===== config.mk =====
export PLATFORM = sky130hd
export DESIGN_NAME = read_and_d_loader
export DESIGN_NICKNAME = d
export VERILOG_FILES = /design/src/rtl/read_and_d_loader_pkg.sv /design/src/rtl/read_and_d_loader_ram.sv /design/src/rtl/read_and_d_loader.sv
export SDC_FILE = /design/constraint.sdc
export NUM_CORES = 1
export LEC_CHECK = 0
export BUFFER_PORTS_ARGS = -buffer_cell sky130_fd_sc_hd__buf_4
export CORE_ASPECT_RATIO = 0.7
export CORE_MARGIN = 5
export CORE_UTILIZATION = 63
export DETAILED_ROUTE_END_ITERATION = 16
export GPL_TIMING_DRIVEN = 0
export HOLD_SLACK_MARGIN = 0.12
export PLACE_DENSITY = 0.84
export SLEW_MARGIN = 20
export SYNTH_ARGS = -nofsm -noshare
export SYNTH_HDL_FRONTEND = slang
export SYNTH_HIERARCHICAL = 1
export SYNTH_SLANG_ARGS = --single-unit
export TNS_END_PERCENT = 30

===== constraint.sdc =====
create_clock -name clk -period 4.2 [get_ports clk]
set_input_delay 0.21 -clock clk [delete_from_list [all_inputs] [get_ports clk]]
set_output_delay 0.21 -clock clk [all_outputs]
set_load 0.02 [all_outputs]

===== src/rtl/read_and_d_loader_pkg.sv =====
// Shared definitions for the read/D(i) loader: base symbol codes, FSM states
// and default sizing.
package read_and_d_loader_pkg;

  localparam logic [1:0] SYM_A = 2'b00;
  localparam logic [1:0] SYM_C = 2'b01;
  localparam logic [1:0] SYM_G = 2'b10;
  localparam logic [1:0] SYM_T = 2'b11;

  localparam int DEPTH_DEF = 10;
  localparam int AW_DEF    = 8;
  localparam int DW_DEF    = 8;

  typedef enum logic [1:0] {
    ST_IDLE = 2'd0,
    ST_LOAD = 2'd1,
    ST_DONE = 2'd2
  } state_e;

endpackage


===== src/rtl/read_and_d_loader_ram.sv =====
// read_d_ram: DEPTH x W storage with one synchronous write port and one
// asynchronous read port. Contents are not reset.
module read_d_ram #(
  parameter int DEPTH = 10,
  parameter int AW    = 8,
  parameter int W     = 10
) (
  input  logic          clk,
  input  logic          we,
  input  logic [AW-1:0] waddr,
  input  logic [W-1:0]  wdata,
  input  logic [AW-1:0] raddr,
  output logic [W-1:0]  rdata
);

  localparam int IW = (DEPTH > 1) ? $clog2(DEPTH) : 1;
  localparam logic [AW-1:0] DEPTH_A = AW'(DEPTH);

  logic [W-1:0] mem [DEPTH];

  always_ff @(posedge clk) begin
    if (we && (waddr < DEPTH_A)) begin
      mem[waddr[IW-1:0]] <= wdata;
    end
  end

  always_comb begin
    rdata = '0;
    if (raddr < DEPTH_A) begin
      rdata = mem[raddr[IW-1:0]];
    end
  end

endmodule


===== src/rtl/read_and_d_loader.sv =====
// Loads (symbol, D(i)) pairs from a valid/ready stream into read_d_ram and
// serves them to the search engine. Optional macro: READ_D_MONO_CHECK_EN.
module read_and_d_loader
  import read_and_d_loader_pkg::*;
#(
  parameter int DEPTH = DEPTH_DEF,
  parameter int AW    = AW_DEF,
  parameter int DW    = DW_DEF
) (
  input  logic          clk,
  input  logic          rst_n,
  input  logic          start,
  input  logic          s_valid,
  output logic          s_ready,
  input  logic          s_last,
  input  logic [1:0]    s_sym,
  input  logic [DW-1:0] s_d,
  input  logic          ce,
  input  logic [AW-1:0] addr,
  output logic [DW-1:0] d_i,
  output logic [1:0]    read_i,
  output logic [AW-1:0] len,
  output logic          loaded,
  output logic          err_overflow,
  output logic          err_mono
);

  localparam int W = DW + 2;
  localparam logic [AW-1:0] LAST_IDX = AW'(DEPTH - 1);

  state_e        state_q, state_d;
  logic [AW-1:0] len_q, len_d;
  logic [AW-1:0] wptr_q, wptr_d;
  logic          loaded_q, loaded_d;
  logic          ovf_q, ovf_d;
  logic          accept;
  logic          we;
  logic          rd_hit;
  logic [W-1:0]  rdata;

`ifdef READ_D_MONO_CHECK_EN
  logic          mono_q, mono_d;
  logic [DW-1:0] prev_d_q, prev_d_d;
`endif

  assign s_ready = (state_q == ST_LOAD);
  // A start in the same cycle as a beat wins: the beat is dropped.
  assign accept  = s_valid & s_ready & ~start;

  always_comb begin
    state_d  = state_q;
    len_d    = len_q;
    wptr_d   = wptr_q;
    loaded_d = loaded_q;
    ovf_d    = ovf_q;
    we       = 1'b0;
`ifdef READ_D_MONO_CHECK_EN
    mono_d   = mono_q;
    prev_d_d = prev_d_q;
`endif
    if (start) begin
      state_d  = ST_LOAD;
      len_d    = '0;
      wptr_d   = '0;
      loaded_d = 1'b0;
      ovf_d    = 1'b0;
`ifdef READ_D_MONO_CHECK_EN
      mono_d   = 1'b0;
`endif
    end else if (accept) begin
      we     = 1'b1;
      wptr_d = wptr_q + 1'b1;
      len_d  = len_q + 1'b1;
`ifdef READ_D_MONO_CHECK_EN
      if ((len_q != '0) && (s_d < prev_d_q)) begin
        mono_d = 1'b1;
      end
      prev_d_d = s_d;
`endif
      if (s_last || (len_q == LAST_IDX)) begin
        state_d  = ST_DONE;
        loaded_d = 1'b1;
        if (!s_last) begin
          ovf_d = 1'b1;
        end
      end
    end
  end

  always_ff @(posedge clk) begin
    if (!rst_n) begin
      state_q  <= ST_IDLE;
      len_q    <= '0;
      wptr_q   <= '0;
      loaded_q <= 1'b0;
      ovf_q    <= 1'b0;
    end else begin
      state_q  <= state_d;
      len_q    <= len_d;
      wptr_q   <= wptr_d;
      loaded_q <= loaded_d;
      ovf_q    <= ovf_d;
    end
  end

`ifdef READ_D_MONO_CHECK_EN
  always_ff @(posedge clk) begin
    if (!rst_n) begin
      mono_q <= 1'b0;
    end else begin
      mono_q <= mono_d;
    end
  end

  // Previous D is datapath state; only the flag needs reset.
  always_ff @(posedge clk) begin
    prev_d_q <= prev_d_d;
  end

  assign err_mono = mono_q;
`else
  assign err_mono = 1'b0;
`endif

  read_d_ram #(
    .DEPTH (DEPTH),
    .AW    (AW),
    .W     (W)
  ) u_ram (
    .clk   (clk),
    .we    (we),
    .waddr (wptr_q),
    .wdata ({s_sym, s_d}),
    .raddr (addr),
    .rdata (rdata)
  );

  // Entries at or beyond len are stale or not yet committed and read as zero.
  assign rd_hit       = ce && (addr < len_q);
  assign d_i          = rd_hit ? rdata[DW-1:0] : '0;
  assign read_i       = rd_hit ? rdata[W-1:DW] : 2'b00;
  assign len          = len_q;
  assign loaded       = loaded_q;
  assign err_overflow = ovf_q;

endmodule


==> metrics.txt, run 1 <==
status complete, no violations; Worst path depth 6; most common cell after layout, fill and taps aside edfxtp_1; final setup margin between 1 and 1.5 ns; Setup CP Type reg -> out; WL met1 4630 um; maximum root-to-sink buffer count 2; WL met2 6010 um; WHS 0.184 ns; CTS Sinks 119; reg2reg path depth 6; Arr. time, crit path 2.56 ns; worst flop-to-flop path endpoint u_ram/mem[2][8]$_DFFE_PP_; commonest cells after routing, fill and taps aside 100 x edfxtp_1, 52 x buf_4, 22 x inv_1; Post-CTS Setup Bufs 0; CP max stage delay 0.71 ns; grt ovf 0; Main synth FF type edfxtp_1; routed vias 3362; Antenna Nets Post-Route 0; Area growth syn-to-layout 24.5%; Yosys warning total 6; largest net degree at the start of global routing 17; Detailed Route Iter0 Violations 417; drt total wl approximately 12000 um; n_diodes 0; Slew Limit Fails 0; critical path endpoint d_i[5]; H-tree levels 4; crit path max fanout 10; RR Startpoint loaded$_SDFFE_PP0P_; leakage 2.17 nW; post-synthesis cell area 5090 um^2; DR pass1 iterations 5; Top Metal Used met4; Slew @ Worst Pin 0.877 ns; initial antenna violation count 0; Die Area 10000 um^2; Synth Register Bits around 120; crit path launch type flop; R2R setup slack around 1.7 ns; post-synth top area cell edfxtp_1; fraction of layout cells with a size suffix above 1 0.282; Cell variety after synth 45; CP Cell Sequence inv_1 > ha_1 > o211ai_1 > o21ai_1 > a211oi_1 > buf_4; Clock transition at path regs 0.05 ns; die width 117 um; Net count, final ~440; P_sw 0.557 mW; Setup TNS 0 ns; Core Area between 7000 and 8000 um^2; Int Pwr 2.27 mW; I/O Pins 46; top cell type's share of synthesized area 0.590; Post-synth ARST share 0; pwr/cell area 445 nW/um^2; Max Freq 361 MHz; die height 85.2 um; worst relative slew slack 0.410; Fill cells 379; maxcap violations 0; fin crit share 0.660; Max VDD drop 0.331 mV; CTS tree built; Required @ worst endpoint 3.99 ns; Final min period 2.77 ns; drt drc 0; Post-DP HPWL between 7000 and 8000 um; hold violation total from the final report 0; number of I/O port buffers 44; first-pass GRT wire length between 15000 and 20000 um; number of global-route vias before repair about 3400; initial core utilization 0.647; dominant cells by area after synthesis edfxtp_1 59%, mux4_2 8.4%, dfxtp_1 7.5%, a211oi_1 3.1%, mux2i_1 2.6%; CTS root buf clkbuf_16; met3 WL 1410 um; number of core rows 27; Clock Skew 0.00586 ns; Seq pwr share 0.456; crit path launch len[2]$_SDFFE_PP0P_; register area share after synthesis 0.665; Hold Crit Class in -> reg; vias per cell 6.48; overall routing resource usage 0.254; sw frac 0.197; Buf/Inv on CP 2; Post-synth EDFFs 100; Clk pwr share 0.493; Worst path slowest cell o21ai_1; Logic pwr share 0.051; wire per inst 23.6 um; kind of cell adding the most delay to the critical path compound AO/OA/AOI/OAI gates; RSZ-0062 raised after global routing no; worst skew pair latency 0.40 ns; Setup-failing EPs final 0; post-cts sizing count 0; Post-Synthesis Cells around 320; Syn Nets 357; CTS buffer count 17; pre-CTS setup slack 1.58 ns; routability congestion estimate 0.835; Worst setup EP type output pin; Avg Cell Area, Syn 15.8 um^2
-- Yosys cell counts, types with 2 or more instances --
library cell  instances
mux4_2               19
o22ai_1              10
nor3b_1               4
edfxtp_1            100
nor4_1                5
nand2b_1              3
nor3_1                3
o31ai_1               6
or3_1                 4
mux2i_1              13
buf_6                 3
nor2_1                5
nand4_1               3
a21oi_1              12
nor2b_1               3
o21ai_1               2
nand2_1              13
xnor2_1               2
ha_1                 10
dfxtp_1              19
buf_2                 2
buf_4                 3
o21ai_0               5
a211oi_1             21
or4_1                 5
clkbuf_1              3
inv_1                22
nand3_1               6
-- worst reg2reg max path, stage by stage, from the launching register on --
cell	delay [ns]
dfxtp_1	0.34
nand4bb_4	0.26
buf_6	0.19
inv_2	0.19
nand3_1	0.24
nor4_2	0.72
buf_4	0.29
-- power by group through the flow --
stage	Combinational [mW]	Clock (mW)	Sequential (mW)
after CTS	0.142	1.40	1.29
after floorplan	0.0723	0	1.31
after detailed placement	0.130	0	1.31
after global placement	0.122	0	1.31
after global routing	0.154	1.47	1.29
final	0.145	1.39	1.29
-- metal layers --
layer,GRT usage,vias up
met3,0.0826,18
met1,0.328,1656
met5,0,-
li1,-,1466
met4,0.0875,0
met2,0.413,222
-- logic make-up (layout without fill, tap and decap cells) --
| kind of cell | after synthesis | count (layout) | synth area share |
|---|---|---|---|
| DFF | 119 | 119 | 0.665 |
| AOI/OAI and AO/OA | 61 | 61 | 0.0809 |
| and+or+nand+nor | 61 | 61 | 0.0732 |
| buffers and inverters | 36 | 131 | 0.0378 |
| muxes | 33 | 33 | 0.115 |
| adders and majority gates | 10 | 10 | 0.0246 |
| xor gates and xnor gates | 2 | 2 | 0.00344 |
| other | 1 | 1 | 0.000737 |
-- per-stage QoR --
| stage | util | total power [mW] | cell area, um^2 | cells |
|---|---|---|---|---|
| 2_1_floorplan | - | 1.38 | 5090 | 323 |
| 3_3_place_gp | 0.705 | 1.43 | 5550 | 468 |
| 3_5_place_dp | 0.717 | 1.44 | 5650 | 475 |
| 4_1_cts | 0.805 | 2.83 | 6330 | 519 |
| 5_1_grt | 0.805 | 2.91 | 6340 | 519 |
| 6_report | 0.805 | 2.82 | 6340 | 519 |
-- sequential cells by signal, indices dropped and copies added, names as in the netlist --
register,count
err_overflow,1
len,8
loaded,1
state_q,1
u_ram/mem,100
wptr_q,8
-- how the worst min path moves through the flow --
stage | depth (start not counted) | slack, ns | from | to
6_report | 3 | 0.18 | s_last | loaded$_SDFFE_PP0P_
5_1_grt | 3 | 0.21 | s_last | loaded$_SDFFE_PP0P_
4_1_cts | 3 | 0.16 | s_last | loaded$_SDFFE_PP0P_
3_5_place_dp | 1 | 0.46 | s_d[5] | u_ram/mem[4][5]$_DFFE_PP_
3_3_place_gp | 1 | 0.46 | s_d[1] | u_ram/mem[1][1]$_DFFE_PP_
2_1_floorplan | 0 | 0.31 | s_d[0] | u_ram/mem[0][0]$_DFFE_PP_
-- what timing repair did --
action / CTS / global route
hold buffers: 12 / 0
setup endpoints to repair: 0 / 0
endpoints found under the hold margin: 101 / 0
-- cell type report --
| cell class | instances | area (um^2) | share of cell area |
|---|---|---|---|
| Buffer | 13 | 106 | 0.0168 |
| Clock buffer | 19 | 433 | 0.0683 |
| Multi-Input combinational cell | 168 | 1560 | 0.246 |
| Sequential cell | 119 | 3380 | 0.534 |
| Inverter | 23 | 86.3 | 0.0136 |
| Timing Repair Buffer | 63 | 510 | 0.0805 |
| Clock inverter | 13 | 136 | 0.0215 |
| Tap cell | 101 | 126 | 0.0199 |
Note: power is estimated with default switching activity, not from simulation.
==> run 2, diff against run 1 <==
--- a/config.mk
+++ b/config.mk
@@ -8,11 +8,11 @@
 export BUFFER_PORTS_ARGS = -buffer_cell sky130_fd_sc_hd__buf_4
 export CORE_ASPECT_RATIO = 0.7
 export CORE_MARGIN = 5
-export CORE_UTILIZATION = 63
+export CORE_UTILIZATION = 59
 export DETAILED_ROUTE_END_ITERATION = 16
 export GPL_TIMING_DRIVEN = 0
 export HOLD_SLACK_MARGIN = 0.12
-export PLACE_DENSITY = 0.84
+export PLACE_DENSITY = 0.79
 export SLEW_MARGIN = 20
 export SYNTH_ARGS = -nofsm -noshare
 export SYNTH_HDL_FRONTEND = slang
==> constraint.sdc (replaced) <==
create_clock -name clk -period 2.82 [get_ports clk]
set_input_delay 0.141 -clock clk [delete_from_list [all_inputs] [get_ports clk]]
set_output_delay 0.141 -clock clk [all_outputs]
set_load 0.02 [all_outputs]
==> metrics.txt, run 2 (synthesis gave the netlist of run 1 again) <==
CTS root buf clkbuf_16 (unchanged); Die Area 10600 um^2 (was 10000 um^2); Max Freq 376 MHz; pwr/cell area 657 nW/um^2 (was 445 nW/um^2); n_diodes 0 (unchanged); met3 Use GR 0.0710 (was 0.0826); maxcap violations 0 (unchanged); CTS buffer count 17 (unchanged); leakage 2.17 nW (about the same); maximum root-to-sink buffer count 2 (unchanged); most common cell after layout, fill and taps aside edfxtp_1 (unchanged); Final min period about 2.7 ns; worst skew pair latency 0.41 ns (was 0.40 ns); first-pass GRT wire length 18000 um (was 18900 um); Clock transition at path regs 0.05 ns (about the same); max FFs per register 100 (unchanged); Overall Power 4.18 mW (was 2.82 mW); Int Pwr 3.36 mW (was 2.27 mW); CTS Hold Bufs 13 (was 12); Seq pwr share 0.458 (was 0.456); number of I/O port buffers 44 (unchanged); reg2reg path depth 5 (was 6); worst flop-to-flop path endpoint u_ram/mem[4][1]$_DFFE_PP_ (was u_ram/mem[2][8]$_DFFE_PP_); I/O Pins 46 (unchanged); Max VDD drop 0.485 mV (was 0.331 mV); post-cts sizing count 0 (unchanged); routed vias 3203 (was 3362); drt total wl 11500 um (was 12200 um); CTS tree built (unchanged); Worst setup EP type output pin (unchanged); min-delay src s_valid (was s_last); fin area 6370 um^2 (was 6340 um^2); Antenna Nets Post-Route 0 (unchanged); hold violation total from the final report 0 (unchanged); Setup TNS 0 ns (unchanged); placed cell area 5670 um^2 (was 5650 um^2); grt met2 use 0.376 (was 0.413); drt drc 0 (unchanged); Setup-failing EPs final 0 (unchanged); fin crit share 0.943; CP Cell Sequence inv_1 > ha_1 > o211ai_1 > o21ai_1 > a211oi_1 > buf_4 (unchanged); largest net degree at the start of global routing 17 (unchanged); fraction of layout cells with a size suffix above 1 0.279 (was 0.282); Arr. time, crit path 2.52 ns (was 2.56 ns); Hold Path End wptr_q[6]$_SDFFE_PP0P_ (was loaded$_SDFFE_PP0P_); worst relative slew slack 0.224 (was 0.410); Area growth syn-to-layout 25.1% (was 24.5%); Setup CP Type reg -> out (unchanged); crit path max fanout 10 (unchanged); Buf/Inv on CP 2 (unchanged); Final Util 0.754 (was 0.805); Detailed Route Iter0 Violations 211 (was 417); initial core utilization 0.603 (was 0.647); DR pass1 iterations 5 (unchanged); wire per inst 21.3 um (was 23.6 um); commonest cells after routing, fill and taps aside 100 x edfxtp_1, 52 x buf_4, 22 x inv_1 (unchanged); Clk pwr share 0.491 (was 0.493); sw frac 0.196 (was 0.197); Slew @ Worst Pin 1.16 ns (was 0.877 ns); number of core rows 28 (was 27); kind of cell adding the most delay to the critical path compound AO/OA/AOI/OAI gates (unchanged); CTS Sinks 119 (unchanged); Net count, final 440 (was 439); die height 87.7 um (was 85.2 um); Clock Skew 0.00777 ns (was 0.00586 ns); WHS Path Cells 4 (was 3); Hold Crit Class in -> reg (unchanged); overall routing resource usage 0.236 (was 0.254); GRT met1 Usage 0.317 (was 0.328); grt ovf 0 (unchanged); number of global-route vias before repair 3266 (was 3377); Core Area 8440 um^2 (was 7870 um^2); RSZ-0062 raised after global routing no (unchanged); R2R setup slack 0.29 ns (was 1.67 ns); Worst path slowest cell o21ai_1 (unchanged); vias per cell 5.94 (was 6.48); Top Usage Layer GRT met2 (unchanged); Slew Limit Fails 0 (unchanged); status complete, no violations (unchanged); CP max stage delay 0.74 ns (was 0.71 ns); WHS 0.194 ns (was 0.184 ns); Post-CTS Setup Bufs 0 (unchanged); H-tree levels 4 (unchanged); die width 121 um (was 117 um); crit path launch type flop (unchanged); RR Startpoint loaded$_SDFFE_PP0P_ (unchanged); initial antenna violation count 0 (unchanged); Required @ worst endpoint 2.68 ns (was 3.99 ns); P_sw 0.818 mW (was 0.557 mW); routability congestion estimate 0.843 (was 0.835); Logic pwr share 0.051 (about the same); Post-DP HPWL 7570 um (was 7630 um)
run 2: cell types whose count changed in the layout (fill, tap and decap cells not counted), sizes merged:
cell and change:
clkbuf -2, clkinv +3, clkinvlp -1, dlygate4sd3 +1
run 2: cell type report:
type,count,area (um^2)
Clock buffer,17,425
Buffer,13,106
Tap cell,120,150
Clock inverter,15,141
Multi-Input combinational cell,168,1560
Inverter,23,86.3
Timing Repair Buffer,64,520
Sequential cell,119,3380
Fill cell,501,2070
run 2: worst register-to-register path: stages (launching register included):
cell	delay (ns)
dfxtp_1	0.33
nand4bb_4	0.25
buf_6	0.19
inv_2	0.18
and4bb_1	0.27
nor2b_1	0.92
run 2: through the flow:
stage | setup WS [ns] | instances
floorplan | 0.352 | 323
global placement | -0.463 | 487
detailed placement | 0.305 | 494
CTS | 0.120 | 539
global route | 0.0103 | 539
finish | 0.161 | 539
run 2: layer usage:
layer	up-vias	wire [um]
li1	1465	-
met1	1591	4840
met2	138	5550
met3	9	1030
met4	0	89
met5	-	0
run 2: worst max-delay path by stage:
| stage | startpoint | slack (ns) | cells past startpoint | end |
|---|---|---|---|---|
| 2_1_floorplan | loaded$_SDFFE_PP0P_ | 0.35 | 5 | u_ram/mem[3][0]$_DFFE_PP_ |
| 3_3_place_gp | loaded$_SDFFE_PP0P_ | -0.46 | 5 | u_ram/mem[3][2]$_DFFE_PP_ |
| 3_5_place_dp | loaded$_SDFFE_PP0P_ | 0.30 | 5 | u_ram/mem[4][1]$_DFFE_PP_ |
| 4_1_cts | len[3]$_SDFFE_PP0P_ | 0.12 | 6 | d_i[6] |
| 5_1_grt | len[3]$_SDFFE_PP0P_ | 0.01 | 6 | d_i[6] |
| 6_report | len[3]$_SDFFE_PP0P_ | 0.16 | 6 | d_i[3] |
run 2: power by group through the flow:
stage                     Combinational (mW)  Sequential, mW  Clock (mW)
after floorplan                        0.108            1.95           0
after global placement                 0.186            1.95           0
after detailed placement               0.196            1.95           0
after CTS                              0.213            1.92        2.09
after global routing                   0.229            1.92        2.18
final                                  0.213            1.92        2.05
